[config.mk]
export PLATFORM = sky130hd
export DESIGN_NAME = vend_sequencer
export DESIGN_NICKNAME = d
export VERILOG_FILES = /design/src/rtl/vend_sequencer.sv
export SDC_FILE = /design/constraint.sdc
export NUM_CORES = 1
export LEC_CHECK = 0
export ABC_AREA = 1
export CAP_MARGIN = 40
export CORE_ASPECT_RATIO = 1.25
export CORE_UTILIZATION = 53
export CTS_BUF_LIST = sky130_fd_sc_hd__clkbuf_16
export DETAILED_ROUTE_END_ITERATION = 8
export PLACE_DENSITY = 0.8
export SETUP_SLACK_MARGIN = 0.02
export SLEW_MARGIN = 20
export SYNTH_ARGS = -nofsm -noshare
export SYNTH_HDL_FRONTEND = slang
export SYNTH_SLANG_ARGS = --single-unit
[constraint.sdc]
create_clock -name i_clk -period 2.3 [get_ports i_clk]
set_input_delay 0.23 -clock i_clk [delete_from_list [all_inputs] [get_ports i_clk]]
set_output_delay 0.23 -clock i_clk [all_outputs]
set_load 0.01 [all_outputs]
[src/rtl/vend_sequencer.sv]
// rtl/vend_sequencer.sv - dispense-path sequencer: stock/credit check, debit handshake, motor drive, status
module vend_sequencer #(
  parameter logic [7:0]         PRICE0      = 8'd25,
  parameter logic [7:0]         PRICE1      = 8'd50,
  parameter logic [7:0]         PRICE2      = 8'd75,
  parameter logic [7:0]         PRICE3      = 8'd100,
  parameter int                 STOCK_W     = 4,
  parameter logic [STOCK_W-1:0] STOCK_INIT  = 4'd3,
  parameter int                 TIMEOUT_CYC = 50
) (
  input  logic               i_clk,
  input  logic               i_reset,
  input  logic               i_vend_req,
  input  logic [1:0]         i_vend_product,
  output logic               o_vend_ack,
  input  logic [7:0]         i_credit,
  output logic               o_debit_valid,
  output logic [7:0]         o_debit_amount,
  input  logic               i_debit_ack,
  output logic               o_refund_valid,
  output logic [7:0]         o_refund_amount,
  output logic [3:0]         o_motor_en,
  input  logic               i_motor_done,
  input  logic               i_restock_valid,
  input  logic [1:0]         i_restock_slot,
  input  logic [STOCK_W-1:0] i_restock_count,
  output logic               o_vend_done,
  output logic               o_err_valid,
  output logic [1:0]         o_err_code,
  output logic               o_busy
);

  localparam int TW = (TIMEOUT_CYC > 2) ? $clog2(TIMEOUT_CYC) : 1;
  localparam logic [TW-1:0] TIMER_LAST = TW'(TIMEOUT_CYC - 1);

  typedef enum logic [2:0] {
    S_IDLE,
    S_CHECK,
    S_DEBIT,
    S_MOTOR,
    S_REPORT
  } state_t;

  state_t             r_state;
  logic [1:0]         r_slot;
  logic [TW-1:0]      r_timer;
  logic [STOCK_W-1:0] r_stock [4];
  logic [7:0]         w_price;

  always_comb begin
    w_price = PRICE0;
    case (r_slot)
      2'd0: w_price = PRICE0;
      2'd1: w_price = PRICE1;
      2'd2: w_price = PRICE2;
      2'd3: w_price = PRICE3;
      default: w_price = PRICE0;
    endcase
  end

  always_ff @(posedge i_clk or posedge i_reset) begin
    if (i_reset) begin
      r_state         <= S_IDLE;
      r_slot          <= 2'd0;
      r_timer         <= '0;
      for (int i = 0; i < 4; i++) r_stock[i] <= STOCK_INIT;
      o_vend_ack      <= 1'b0;
      o_debit_valid   <= 1'b0;
      o_debit_amount  <= 8'd0;
      o_refund_valid  <= 1'b0;
      o_refund_amount <= 8'd0;
      o_motor_en      <= 4'd0;
      o_vend_done     <= 1'b0;
      o_err_valid     <= 1'b0;
      o_err_code      <= 2'd0;
      o_busy          <= 1'b0;
    end else begin
      o_vend_ack      <= 1'b0;
      o_refund_valid  <= 1'b0;
      o_refund_amount <= 8'd0;
      o_vend_done     <= 1'b0;
      o_err_valid     <= 1'b0;
      o_err_code      <= 2'd0;
      case (r_state)
        S_IDLE: begin
          // A restock owns the cycle; a waiting request is picked up on the next one.
          if (i_restock_valid) begin
            r_stock[i_restock_slot] <= i_restock_count;
          end else if (i_vend_req) begin
            o_vend_ack <= 1'b1;
            r_slot     <= i_vend_product;
            o_busy     <= 1'b1;
            r_state    <= S_CHECK;
          end
        end
        S_CHECK: begin
          if (r_stock[r_slot] == '0) begin
            o_err_valid <= 1'b1;
            o_err_code  <= 2'b01;
            r_state     <= S_REPORT;
          end else if (i_credit < w_price) begin
            o_err_valid <= 1'b1;
            o_err_code  <= 2'b10;
            r_state     <= S_REPORT;
          end else begin
            r_state <= S_DEBIT;
          end
        end
        S_DEBIT: begin
          // Request is raised on the first DEBIT cycle, so the handshake completes no earlier than the second.
          if (o_debit_valid && i_debit_ack) begin
            o_debit_valid  <= 1'b0;
            o_debit_amount <= 8'd0;
            o_motor_en     <= 4'b0001 << r_slot;
            r_timer        <= '0;
            r_state        <= S_MOTOR;
          end else begin
            o_debit_valid  <= 1'b1;
            o_debit_amount <= w_price;
          end
        end
        S_MOTOR: begin
          if (i_motor_done) begin
            if (r_stock[r_slot] != '0) r_stock[r_slot] <= r_stock[r_slot] - STOCK_W'(1);
            o_motor_en  <= 4'd0;
            o_vend_done <= 1'b1;
            o_busy      <= 1'b0;
            r_state     <= S_IDLE;
          end else if (r_timer == TIMER_LAST) begin
            o_motor_en      <= 4'd0;
            o_err_valid     <= 1'b1;
            o_err_code      <= 2'b11;
            o_refund_valid  <= 1'b1;
            o_refund_amount <= w_price;
            r_state         <= S_REPORT;
          end else begin
            r_timer <= r_timer + TW'(1);
          end
        end
        S_REPORT: begin
          o_busy  <= 1'b0;
          r_state <= S_IDLE;
        end
        default: begin
          o_busy  <= 1'b0;
          r_state <= S_IDLE;
        end
      endcase
    end
  end

endmodule
==> results of run 1 <==
worst register-to-register path, delay by kind of cell (launching register included):
| family | cells | cell delay [ns] |
|---|---|---|
| flip-flops | 1 | 0.47 |
| adder cells (fa/ha/maj) | 2 | 0.51 |
| AO/OA/AOI/OAI | 2 | 0.32 |
| buffers and inverters | 2 | 0.17 |
| AND/OR/NAND/NOR | 7 | 0.53 |
kinds of logic (layout without fill, tap and decap cells):
family | after synthesis | after routing | share of synthesized area [%]
other | 1 | 2 | 0.132
buffers and inverters | 57 | 111 | 8.51
adders and majority gates | 16 | 16 | 7.02
AOI/OAI and AO/OA | 52 | 52 | 10.9
and+or+nand+nor | 182 | 182 | 28.0
DFF | 51 | 51 | 45.1
xor gates and xnor gates | 1 | 1 | 0.307
stage by stage:
stage | instance area (um^2) | cells | hold WS (ns) | setup slack [ns]
final | 3560 | 477 | 0.234 | 0.207
after global placement | 3390 | 469 | 0.462 | 0.215
after CTS | 3560 | 477 | 0.248 | 0.0434
after global routing | 3560 | 477 | 0.276 | 0.0262
after detailed placement | 3390 | 469 | 0.462 | 0.0880
after floorplan | 2860 | 361 | 0.351 | 0.286
synthesized netlist by cell type:
library cell / count
nand2_1: 110
inv_1: 44
dfrtp_1: 43
nor2_1: 30
o21ai_0: 24
nand3_1: 19
ha_1: 16
a21oi_1: 10
dfstp_2: 8
o21ai_1: 7
inv_2: 6
nor3_1: 5
buf_4: 4
nor2_2: 4
o22ai_1: 4
a22oi_1: 3
nand2_2: 3
nor2_4: 3
o21ai_4: 3
nand2_4: 2
and3_1: 1
buf_2: 1
buf_6: 1
conb_1: 1
inv_6: 1
nand3_2: 1
nand3_4: 1
nand3b_1: 1
nand4_1: 1
nor4_1: 1
o21ai_2: 1
xor2_1: 1
power by group:
group / total, mW / internal, mW / switching, mW
sequential: 1.45 / 1.23 / 0.222
clock: 0.821 / 0.507 / 0.314
combinational: 2.11 / 0.825 / 1.29
total: 4.38 / 2.56 / 1.82
flip-flops by register name, indices dropped and copies added, names as in the netlist:
name,cells
o_busy,1
o_debit_amount,6
o_debit_valid,1
o_err_code,2
o_err_valid,1
o_motor_en,4
o_refund_amount,6
o_refund_valid,1
o_vend_ack,1
o_vend_done,1
r_slot,2
r_state,3
r_stock,16
r_timer,6
final cells by class:
type                       instances  area, um^2
fill                             421        1550
sequential                        51        1290
inverter                          51         196
multi-input combinational        253        1330
clock inverter                     3        38.8
tap                               62        77.6
timing repair buffer              52         508
clock buffer                       5         125
worst max-delay path by stage:
stage / from / endpoint / slack, ns
after CTS: r_slot[1]$_DFFE_PP0P_ / r_state[1]$_DFFE_PP0P_ / 0.04
after floorplan: r_slot[1]$_DFFE_PP0P_ / r_state[1]$_DFFE_PP0P_ / 0.29
after global routing: r_slot[1]$_DFFE_PP0P_ / r_state[1]$_DFFE_PP0P_ / 0.03
final: r_slot[1]$_DFFE_PP0P_ / r_state[1]$_DFFE_PP0P_ / 0.21
after detailed placement: r_slot[1]$_DFFE_PP0P_ / r_state[1]$_DFFE_PP0P_ / 0.09
after global placement: r_slot[1]$_DFFE_PP0P_ / r_state[1]$_DFFE_PP0P_ / 0.21
metal layers:
metal,up-vias,track usage [%]
met1,1177,30.2
met3,17,4.64
met2,90,44.6
met5,-,0
met4,0,11.0
li1,1245,-
repair_timing:
item,4_1_cts,5_1_grt
endpoints found under the setup margin,0,14
gates resized for setup,0,5
hold endpoints to repair,0,0
==> tab_implementation.tex, run 1 <==
\begin{tabular}{lr}
\hline
Metric & Value \\
\hline
\multicolumn{2}{l}{\textbf{Run status}} \\
Run status & finished, final reports clean \\
\multicolumn{2}{l}{\textbf{Clock tree}} \\
H-tree depth reported by CTS & 2 \\
Number of CTS-inserted buffers & 5 \\
Postcts setup bufs & 0 \\
Clk slew on worst S/H paths & 0.07 ns \\
Cell at the root of the clock tree & clkbuf\_16 \\
Hold-fix buffers, CTS & 0 \\
Maximum clock insertion buffer count & 2 \\
Total clock sinks & 51 \\
TritonCTS clock tree & built \\
Clock insertion delay at the later pin of the skew report & 0.29 ns \\
\multicolumn{2}{l}{\textbf{Global routing}} \\
Global route total overflow & 0 \\
Number of global-route vias before repair & 2427 \\
Initial antenna violation count & 0 \\
Maximum number of pins on one net before global-route repair & 20 \\
Global-route usage over all layers & 25.9\% \\
Wire length of the first global-routing pass & 10.9 mm \\
\multicolumn{2}{l}{\textbf{Worst setup path}} \\
Worst setup slack for register-to-register paths & 0.21 ns \\
Instance count on the critical path & 13 \\
Reg2Reg Capture Point & r\_state[1]\$\_DFFE\_PP0P\_ \\
Critical path buffer and inverter count & 2 \\
Required time of the critical path & 2.48 ns \\
Worst-path cell chain & inv\_2 > ha\_2 > inv\_1 > o21ai\_1 > ha\_1 > a21oi\_1 > nor2\_1 > nor3\_1 > nand2\_1 > nand3\_1 > nand2\_1 > nand2\_1 > nand2\_1 \\
Worst-path cell with the longest stage delay & dfrtp\_2 \\
Crit path top cell by count & nand2\_1 \\
CP max stage delay & 0.47 ns \\
Worst endpoint data arrival time & 2.28 ns \\
Setup Crit Path Kind & flip-flop to flip-flop \\
CP endpoint kind & flip-flop \\
Largest fanout on the critical path & 8 \\
Cell class contributing the biggest share of worst-path delay & simple AND/OR/NAND/NOR gates \\
Depth of the most critical reg-to-reg path & 13 \\
Startpoint of the worst-slack reg-to-reg timing path & r\_slot[1]\$\_DFFE\_PP0P\_ \\
Kind of start point of the critical path & flip-flop \\
\multicolumn{2}{l}{\textbf{Detailed routing}} \\
Count of TritonRoute iterations in the first routing pass & 4 \\
Final antenna-violating net count & 0 \\
Routed length per instance & 13.8 um \\
Met3 routed wirelength & 309 um \\
Iteration-0 DRC Markers & 260 \\
Vias per Instance & 5.30 \\
Remaining routing DRC violations & 0 \\
Met2 wire len & 3.44 mm \\
Count of vias placed by the detailed router & 2529 \\
Final wirelength & 6.60 mm \\
Top layer in use & met4 \\
Met1 WL & 2.66 mm \\
\multicolumn{2}{l}{\textbf{Placed design}} \\
HPWL Detailed & 5.15 mm \\
RD Place Congestion & 0.883 \\
Port Buf Inserts & 47 \\
\multicolumn{2}{l}{\textbf{Synth}} \\
Synth Warn \# & 0 \\
Cell type contributing the most total cell area after synthesis & dfrtp\_1 \\
Sequential element share of the synthesized area & 45.1\% \\
Post-synth cell types & 32 \\
Synth Area per Inst & 7.92 um\^{}2 \\
Yosys reg bits & 51 \\
Post-synth top area share & 37.7\% \\
Ranking of synthesized cells by area & dfrtp\_1 38\%, nand2\_1 14\%, dfstp\_2 7.4\% \\
Post-synthesis instance area & 2850 um\^{}2 \\
Post-Syn Instances & 360 \\
\multicolumn{2}{l}{\textbf{Die}} \\
Initial core utilization & 55.7\% \\
Number of rows created at floorplan & 29 \\
Placeable core region & 5120 um\^{}2 \\
Die H & 84.0 um \\
Top-Level Pins & 50 \\
Area of the die & 5680 um\^{}2 \\
X dimension of the die & 67.6 um \\
\multicolumn{2}{l}{\textbf{Flow run}} \\
Max-cap check violation count & 0 \\
\multicolumn{2}{l}{\textbf{Timing}} \\
Setup repair after global routing missed its margin & no \\
Hold Vio Cnt, Final & 0 \\
Post-layout minimum cycle time & 2.09 ns \\
Total setup violations reported at the end of the flow & 0 \\
Final period util & 91.0\% \\
Final Max Tran Viols & 0 \\
Slew at the pin with the worst max-slew slack & 0.514 ns \\
Sum Neg Setup Slack & 0 ns \\
Rel. slew slack & 65.5\% \\
Peak clock frequency supported by timing & 478 MHz \\
Layout Skew & 0.00526 ns \\
\multicolumn{2}{l}{\textbf{Power and ir drop}} \\
IR drop worst, VDD & 0.568 mV \\
Overall power & 4.38 mW \\
Total power per unit cell area & 1230 nW/um\^{}2 \\
P\_leak & 1.76 nW \\
\multicolumn{2}{l}{\textbf{Cells and area}} \\
Most common cell after layout, fill and taps aside & nand2\_1 \\
Final standard cell utilization of the core & 69.7\% \\
Fraction of layout instances using a drive strength above 1 & 12.0\% \\
Area delta synth->final & 25.0\% \\
Most used cells in the layout excluding fill and tap cells & 110 x nand2\_1, 47 x clkdlybuf4s50\_1, 42 x inv\_1, 41 x dfrtp\_1, 30 x nor2\_1 \\
Antenna diodes & 0 \\
Layout Nets & 452 \\
\multicolumn{2}{l}{\textbf{Worst hold path}} \\
Tightest Hold Check Type & input port to asynchronous set/reset pin \\
\hline
\end{tabular}
Note: power is estimated with default switching activity, not from simulation.
==> run 2: changes to the inputs <==
CTS_BUF_LIST = unset   (was sky130_fd_sc_hd__clkbuf_16)
MAX_ROUTING_LAYER = met4   (was unset)
==> run 2 against run 1 <==
  * Cell count rose by 0.42%
  * Non-clock buffer count rose by 2
  * Via count rose by 1.3%
  * Wire length up 0.61%
  * Die area did not move
  * Register-to-register slack hardly changed
  * Clock power fell by 22%
  * Global-route usage up 0.63 points
  * Flip-flop and latch count did not move
  * Final area down 0.91%
  * Worst setup slack better by 0.0097 ns
==> tab_implementation.tex, run 2 (same netlist as run 1, synthesis figures left out) <==
\begin{tabular}{lr}
\hline
Metric & Value \\
\hline
\multicolumn{2}{l}{\textbf{Run status}} \\
Run status & finished, final reports clean \\
\multicolumn{2}{l}{\textbf{Power and ir drop}} \\
Total power per unit cell area & 1200 nW/um\^{}2 \\
IR drop worst, VDD & 0.630 mV \\
P\_leak & 1.75 nW \\
\multicolumn{2}{l}{\textbf{Clock tree}} \\
Clk slew on worst S/H paths & 0.09 ns \\
Number of CTS-inserted buffers & 5 \\
Clock insertion delay at the later pin of the skew report & 0.30 ns \\
Hold-fix buffers, CTS & 0 \\
Total clock sinks & 51 \\
TritonCTS clock tree & built \\
Cell at the root of the clock tree & clkbuf\_8 \\
Maximum clock insertion buffer count & 2 \\
H-tree depth reported by CTS & 2 \\
\multicolumn{2}{l}{\textbf{Timing}} \\
Slew at the pin with the worst max-slew slack & 0.516 ns \\
Sum Neg Setup Slack & 0 ns \\
Peak clock frequency supported by timing & 480 MHz \\
Rel. slew slack & 65.3\% \\
Setup repair after global routing missed its margin & no \\
Hold Vio Cnt, Final & 0 \\
Final Max Tran Viols & 0 \\
Final period util & 90.6\% \\
Post-layout minimum cycle time & 2.08 ns \\
Final setup slack of the worst path & 0.217 ns \\
Worst hold slack after final layout & 0.216 ns \\
Layout Skew & 0.00845 ns \\
Total setup violations reported at the end of the flow & 0 \\
\multicolumn{2}{l}{\textbf{Detailed routing}} \\
Count of vias placed by the detailed router & 2563 \\
Routed length per instance & 13.9 um \\
Remaining routing DRC violations & 0 \\
Final antenna-violating net count & 0 \\
Iteration-0 DRC Markers & 218 \\
Count of TritonRoute iterations in the first routing pass & 5 \\
Vias per Instance & 5.35 \\
Final wirelength & 6.64 mm \\
\multicolumn{2}{l}{\textbf{Placed design}} \\
Worst Setup Slack post-DPL & 0.0880 ns \\
RD Place Congestion & 0.897 \\
HPWL Detailed & 5.15 mm \\
Port Buf Inserts & 47 \\
\multicolumn{2}{l}{\textbf{Cells and area}} \\
Most used cells in the layout excluding fill and tap cells & 110 x nand2\_1, 47 x clkdlybuf4s50\_1, 43 x inv\_1, 42 x dfrtp\_1, 30 x nor2\_1 \\
Fraction of layout instances using a drive strength above 1 & 12.2\% \\
Layout Nets & 454 \\
Area delta synth->final & 23.8\% \\
Largest register FFs & 16 \\
Most common cell after layout, fill and taps aside & nand2\_1 \\
Biggest register & r\_stock \\
Antenna diodes & 0 \\
\multicolumn{2}{l}{\textbf{Worst setup path}} \\
Worst setup slack for register-to-register paths & 0.22 ns \\
Crit path top cell by count & nand2\_1 \\
Required time of the critical path & 2.50 ns \\
Worst endpoint data arrival time & 2.29 ns \\
Worst-path cell chain & inv\_6 > ha\_2 > inv\_1 > o21ai\_1 > ha\_1 > a21oi\_1 > nor2\_1 > nor3\_1 > nand2\_1 > nand3\_1 > nand2\_1 > nand2\_1 > nand2\_1 \\
Worst-path cell with the longest stage delay & dfrtp\_1 \\
CP max stage delay & 0.46 ns \\
CP endpoint kind & flip-flop \\
Critical path buffer and inverter count & 2 \\
Setup Crit Path Kind & flip-flop to flip-flop \\
Kind of start point of the critical path & flip-flop \\
Cell class contributing the biggest share of worst-path delay & adder cells \\
Largest fanout on the critical path & 11 \\
\multicolumn{2}{l}{\textbf{Worst hold path}} \\
Tightest Hold Check Type & input port to asynchronous set/reset pin \\
\multicolumn{2}{l}{\textbf{Flow run}} \\
Max-cap check violation count & 0 \\
\multicolumn{2}{l}{\textbf{Global routing}} \\
Global route total overflow & 0 \\
Number of global-route vias before repair & 2435 \\
Initial antenna violation count & 0 \\
Maximum number of pins on one net before global-route repair & 20 \\
Global-route usage over all layers & 26.5\% \\
Wire length of the first global-routing pass & 11.0 mm \\
\multicolumn{2}{l}{\textbf{Die}} \\
Area of the die & 5680 um\^{}2 \\
Placeable core region & 5120 um\^{}2 \\
X dimension of the die & 67.6 um \\
Number of rows created at floorplan & 29 \\
Initial core utilization & 55.7\% \\
Top-Level Pins & 50 \\
Die H & 84.0 um \\
\hline
\end{tabular}
-- run 2: changes by cell type in the layout (fill, tap and decap cells not counted) --
cell,before,now
inv_2,8,7
inv_1,42,43
clkbuf_8,0,6
dfrtp_2,2,1
clkinv_1,1,0
buf_4,5,7
dfrtp_1,41,42
clkbuf_16,5,0
-- run 2: final timing paths --
check	depth (start not counted)	endpoint	startpoint
worst min register to register	2	r_stock[1]$_DFFE_PP1P_	r_stock[1]$_DFFE_PP1P_
worst min-delay path	2	o_err_code[1]$_DFF_PP0_	i_reset
min in group i_clk	2	r_stock[1]$_DFFE_PP1P_	r_stock[1]$_DFFE_PP1P_
max in group asynchronous	3	r_stock[1]$_DFFE_PP1P_	i_reset
worst max register to register	13	r_state[1]$_DFFE_PP0P_	r_slot[0]$_DFFE_PP0P_
worst max-delay path	13	r_state[1]$_DFFE_PP0P_	r_slot[0]$_DFFE_PP0P_
-- run 2: area by class of cell --
type                    count  area [um^2]
clock buffers               6         82.6
clock inverters             2         35.0
fillers                   423         1590
flip-flops and latches     51         1290
inverters                  51          196
multi-input cells         253         1330
well taps                  62         77.6
repair buffers             54          523
-- run 2: timing repair --
action	4_1_cts	5_1_grt
setup buffers	0	2
setup endpoints to repair	0	13
hold endpoints to repair	0	0
resized for setup	0	3
-- run 2: routing by layer --
layer / routed length (um) / track usage (%) / up-vias
li1: - / - / 1246
met1: 2670 / 29.8 / 1203
met2: 3380 / 44.8 / 94
met3: 368 / 4.64 / 20
met4: 229 / 10.8 / 0
met5: 0 / - / -
-- run 2: where the power goes --
group | switching [mW] | internal, mW
Combinational | 1.30 | 0.844
Clock | 0.290 | 0.352
Sequential | 0.211 | 1.22
Total | 1.81 | 2.42
-- run 2: metrics by stage --
step / total power [mW] / utilization, % / area, um^2 / cells
after floorplan: 2.82 / - / 2860 / 361
after global placement: 3.45 / 66.3 / 3390 / 469
after detailed placement: 3.54 / 66.3 / 3390 / 469
after CTS: 4.19 / 68.6 / 3510 / 477
after global routing: 4.57 / 69.0 / 3530 / 479
final: 4.22 / 69.0 / 3530 / 479
==> run 3: changes to the inputs <==
CORE_ASPECT_RATIO = unset   (was 1.25)
==> run 3 against run 2 <==
  * Via count decreased by 1.2%
  * Wire length increased by 1.6%
  * Cell count increased by 1.7%
  * Flip-flop and latch count unchanged
  * Worst setup slack got worse by 0.018 ns
  * Critical path type unchanged
  * Critical endpoint unchanged
  * Largest power group unchanged
==> tab_implementation.tex, run 3 (same netlist as run 1, synthesis figures left out) <==
\begin{tabular}{lr}
\hline
Metric & Value \\
\hline
\multicolumn{2}{l}{\textbf{Run status}} \\
Run status & finished, final reports clean \\
\multicolumn{2}{l}{\textbf{Timing}} \\
Layout Skew & 0.0108 ns \\
Final setup slack of the worst path & 0.199 ns \\
Post-layout minimum cycle time & 2.10 ns \\
Setup repair after global routing missed its margin & no \\
Hold Vio Cnt, Final & 0 \\
Rel. slew slack & 63.4\% \\
Sum Neg Setup Slack & 0 ns \\
Worst hold slack after final layout & 0.258 ns \\
Total setup violations reported at the end of the flow & 0 \\
Final period util & 91.3\% \\
Peak clock frequency supported by timing & 476 MHz \\
Slew at the pin with the worst max-slew slack & 0.545 ns \\
Final Max Tran Viols & 0 \\
\multicolumn{2}{l}{\textbf{Power and ir drop}} \\
Overall power & 4.35 mW \\
IR drop worst, VDD & 0.525 mV \\
Total power per unit cell area & 1220 nW/um\^{}2 \\
P\_leak & 1.76 nW \\
\multicolumn{2}{l}{\textbf{Cells and area}} \\
Post-route cell area & 3580 um\^{}2 \\
Layout Nets & 454 \\
Most used cells in the layout excluding fill and tap cells & 110 x nand2\_1, 47 x clkdlybuf4s50\_1, 43 x inv\_1, 42 x dfrtp\_1, 30 x nor2\_1 \\
Largest register FFs & 16 \\
Area delta synth->final & 25.4\% \\
Antenna diodes & 0 \\
Most common cell after layout, fill and taps aside & nand2\_1 \\
Final standard cell utilization of the core & 69.6\% \\
Final cell count without fillers & 487 \\
Fraction of layout instances using a drive strength above 1 & 12.5\% \\
Biggest register & r\_stock \\
\multicolumn{2}{l}{\textbf{Clock tree}} \\
Cell at the root of the clock tree & clkbuf\_8 \\
Clk slew on worst S/H paths & 0.10 ns \\
Hold-fix buffers, CTS & 0 \\
Total clock sinks & 51 \\
Number of CTS-inserted buffers & 5 \\
Maximum clock insertion buffer count & 2 \\
TritonCTS clock tree & built \\
H-tree depth reported by CTS & 2 \\
Clock insertion delay at the later pin of the skew report & 0.31 ns \\
\multicolumn{2}{l}{\textbf{Die}} \\
Die H & 75.4 um \\
Placeable core region & 5140 um\^{}2 \\
Number of rows created at floorplan & 26 \\
Area of the die & 5680 um\^{}2 \\
X dimension of the die & 75.4 um \\
Initial core utilization & 55.5\% \\
Top-Level Pins & 50 \\
\multicolumn{2}{l}{\textbf{Detailed routing}} \\
Vias per Instance & 5.20 \\
Remaining routing DRC violations & 0 \\
Count of TritonRoute iterations in the first routing pass & 8 \\
Routed length per instance & 13.9 um \\
Final wirelength & 6.75 mm \\
Iteration-0 DRC Markers & 186 \\
Final antenna-violating net count & 0 \\
Count of vias placed by the detailed router & 2533 \\
\multicolumn{2}{l}{\textbf{Placed design}} \\
Port Buf Inserts & 47 \\
Number of placed cells counting well taps & 477 \\
Area of placed instances & 3420 um\^{}2 \\
HPWL Detailed & 5.15 mm \\
RD Place Congestion & 0.938 \\
Worst Setup Slack post-DPL & 0.116 ns \\
\multicolumn{2}{l}{\textbf{Flow run}} \\
Max-cap check violation count & 0 \\
\multicolumn{2}{l}{\textbf{Global routing}} \\
Initial antenna violation count & 0 \\
Maximum number of pins on one net before global-route repair & 31 \\
Number of global-route vias before repair & 2393 \\
Global route total overflow & 0 \\
Global-route usage over all layers & 27.2\% \\
Wire length of the first global-routing pass & 11.0 mm \\
\multicolumn{2}{l}{\textbf{Worst setup path}} \\
Worst-path cell with the longest stage delay & dfrtp\_1 \\
CP max stage delay & 0.46 ns \\
Critical path buffer and inverter count & 2 \\
Kind of start point of the critical path & flip-flop \\
CP endpoint kind & flip-flop \\
Cell class contributing the biggest share of worst-path delay & simple AND/OR/NAND/NOR gates \\
Setup Crit Path Kind & flip-flop to flip-flop \\
Worst endpoint data arrival time & 2.32 ns \\
Required time of the critical path & 2.51 ns \\
Worst setup slack for register-to-register paths & 0.20 ns \\
Worst-path cell chain & inv\_6 > ha\_2 > inv\_1 > o21ai\_1 > ha\_1 > a21oi\_2 > nor2\_1 > nor3\_1 > nand2\_1 > nand3\_1 > nand2\_1 > nand2\_1 > nand2\_1 \\
Largest fanout on the critical path & 11 \\
Crit path top cell by count & nand2\_1 \\
\multicolumn{2}{l}{\textbf{Worst hold path}} \\
Tightest Hold Check Type & input port to asynchronous set/reset pin \\
\hline
\end{tabular}
==> run 3: area by class of cell <==
cell class	instances	area, um^2
inverter	51	196
timing repair buffer	54	536
multi-input combinational	253	1330
fill	428	1560
sequential	51	1290
clock inverter	3	67.6
clock buffer	5	68.8
tap	70	87.6
==> run 3: path summary, 6_finish.rpt <==
check,start,depth (start not counted),endpoint
hold / removal,i_reset,2,r_timer[0]$_DFFE_PP0P_
setup / recovery,r_slot[0]$_DFFE_PP0P_,13,r_state[1]$_DFFE_PP0P_
max in group asynchronous,i_reset,3,r_stock[0]$_DFFE_PP1P_
setup reg to reg,r_slot[0]$_DFFE_PP0P_,13,r_state[1]$_DFFE_PP0P_
hold reg to reg,r_stock[5]$_DFFE_PP1P_,2,r_stock[5]$_DFFE_PP1P_
min in group i_clk,r_stock[5]$_DFFE_PP1P_,2,r_stock[5]$_DFFE_PP1P_
==> run 3: timing repair <==
action / 4_1_cts / 5_1_grt
buffers inserted: 0 / 2
endpoints found under the setup margin: 0 / 4
gates resized for setup: 0 / 4
endpoints found under the hold margin: 0 / 0
==> run 3: routing by layer <==
layer  up-vias  track usage, %  wire [um]
li1       1247               -          -
met1      1191            31.4       2770
met2        82            48.1       3500
met3        13            4.23        325
met4         0            9.05        151
met5         -               -          0
==> run 3: power by group <==
part,internal (mW),switching [mW]
Combinational,0.861,1.31
Sequential,1.22,0.224
Clock,0.434,0.300
Total,2.52,1.83
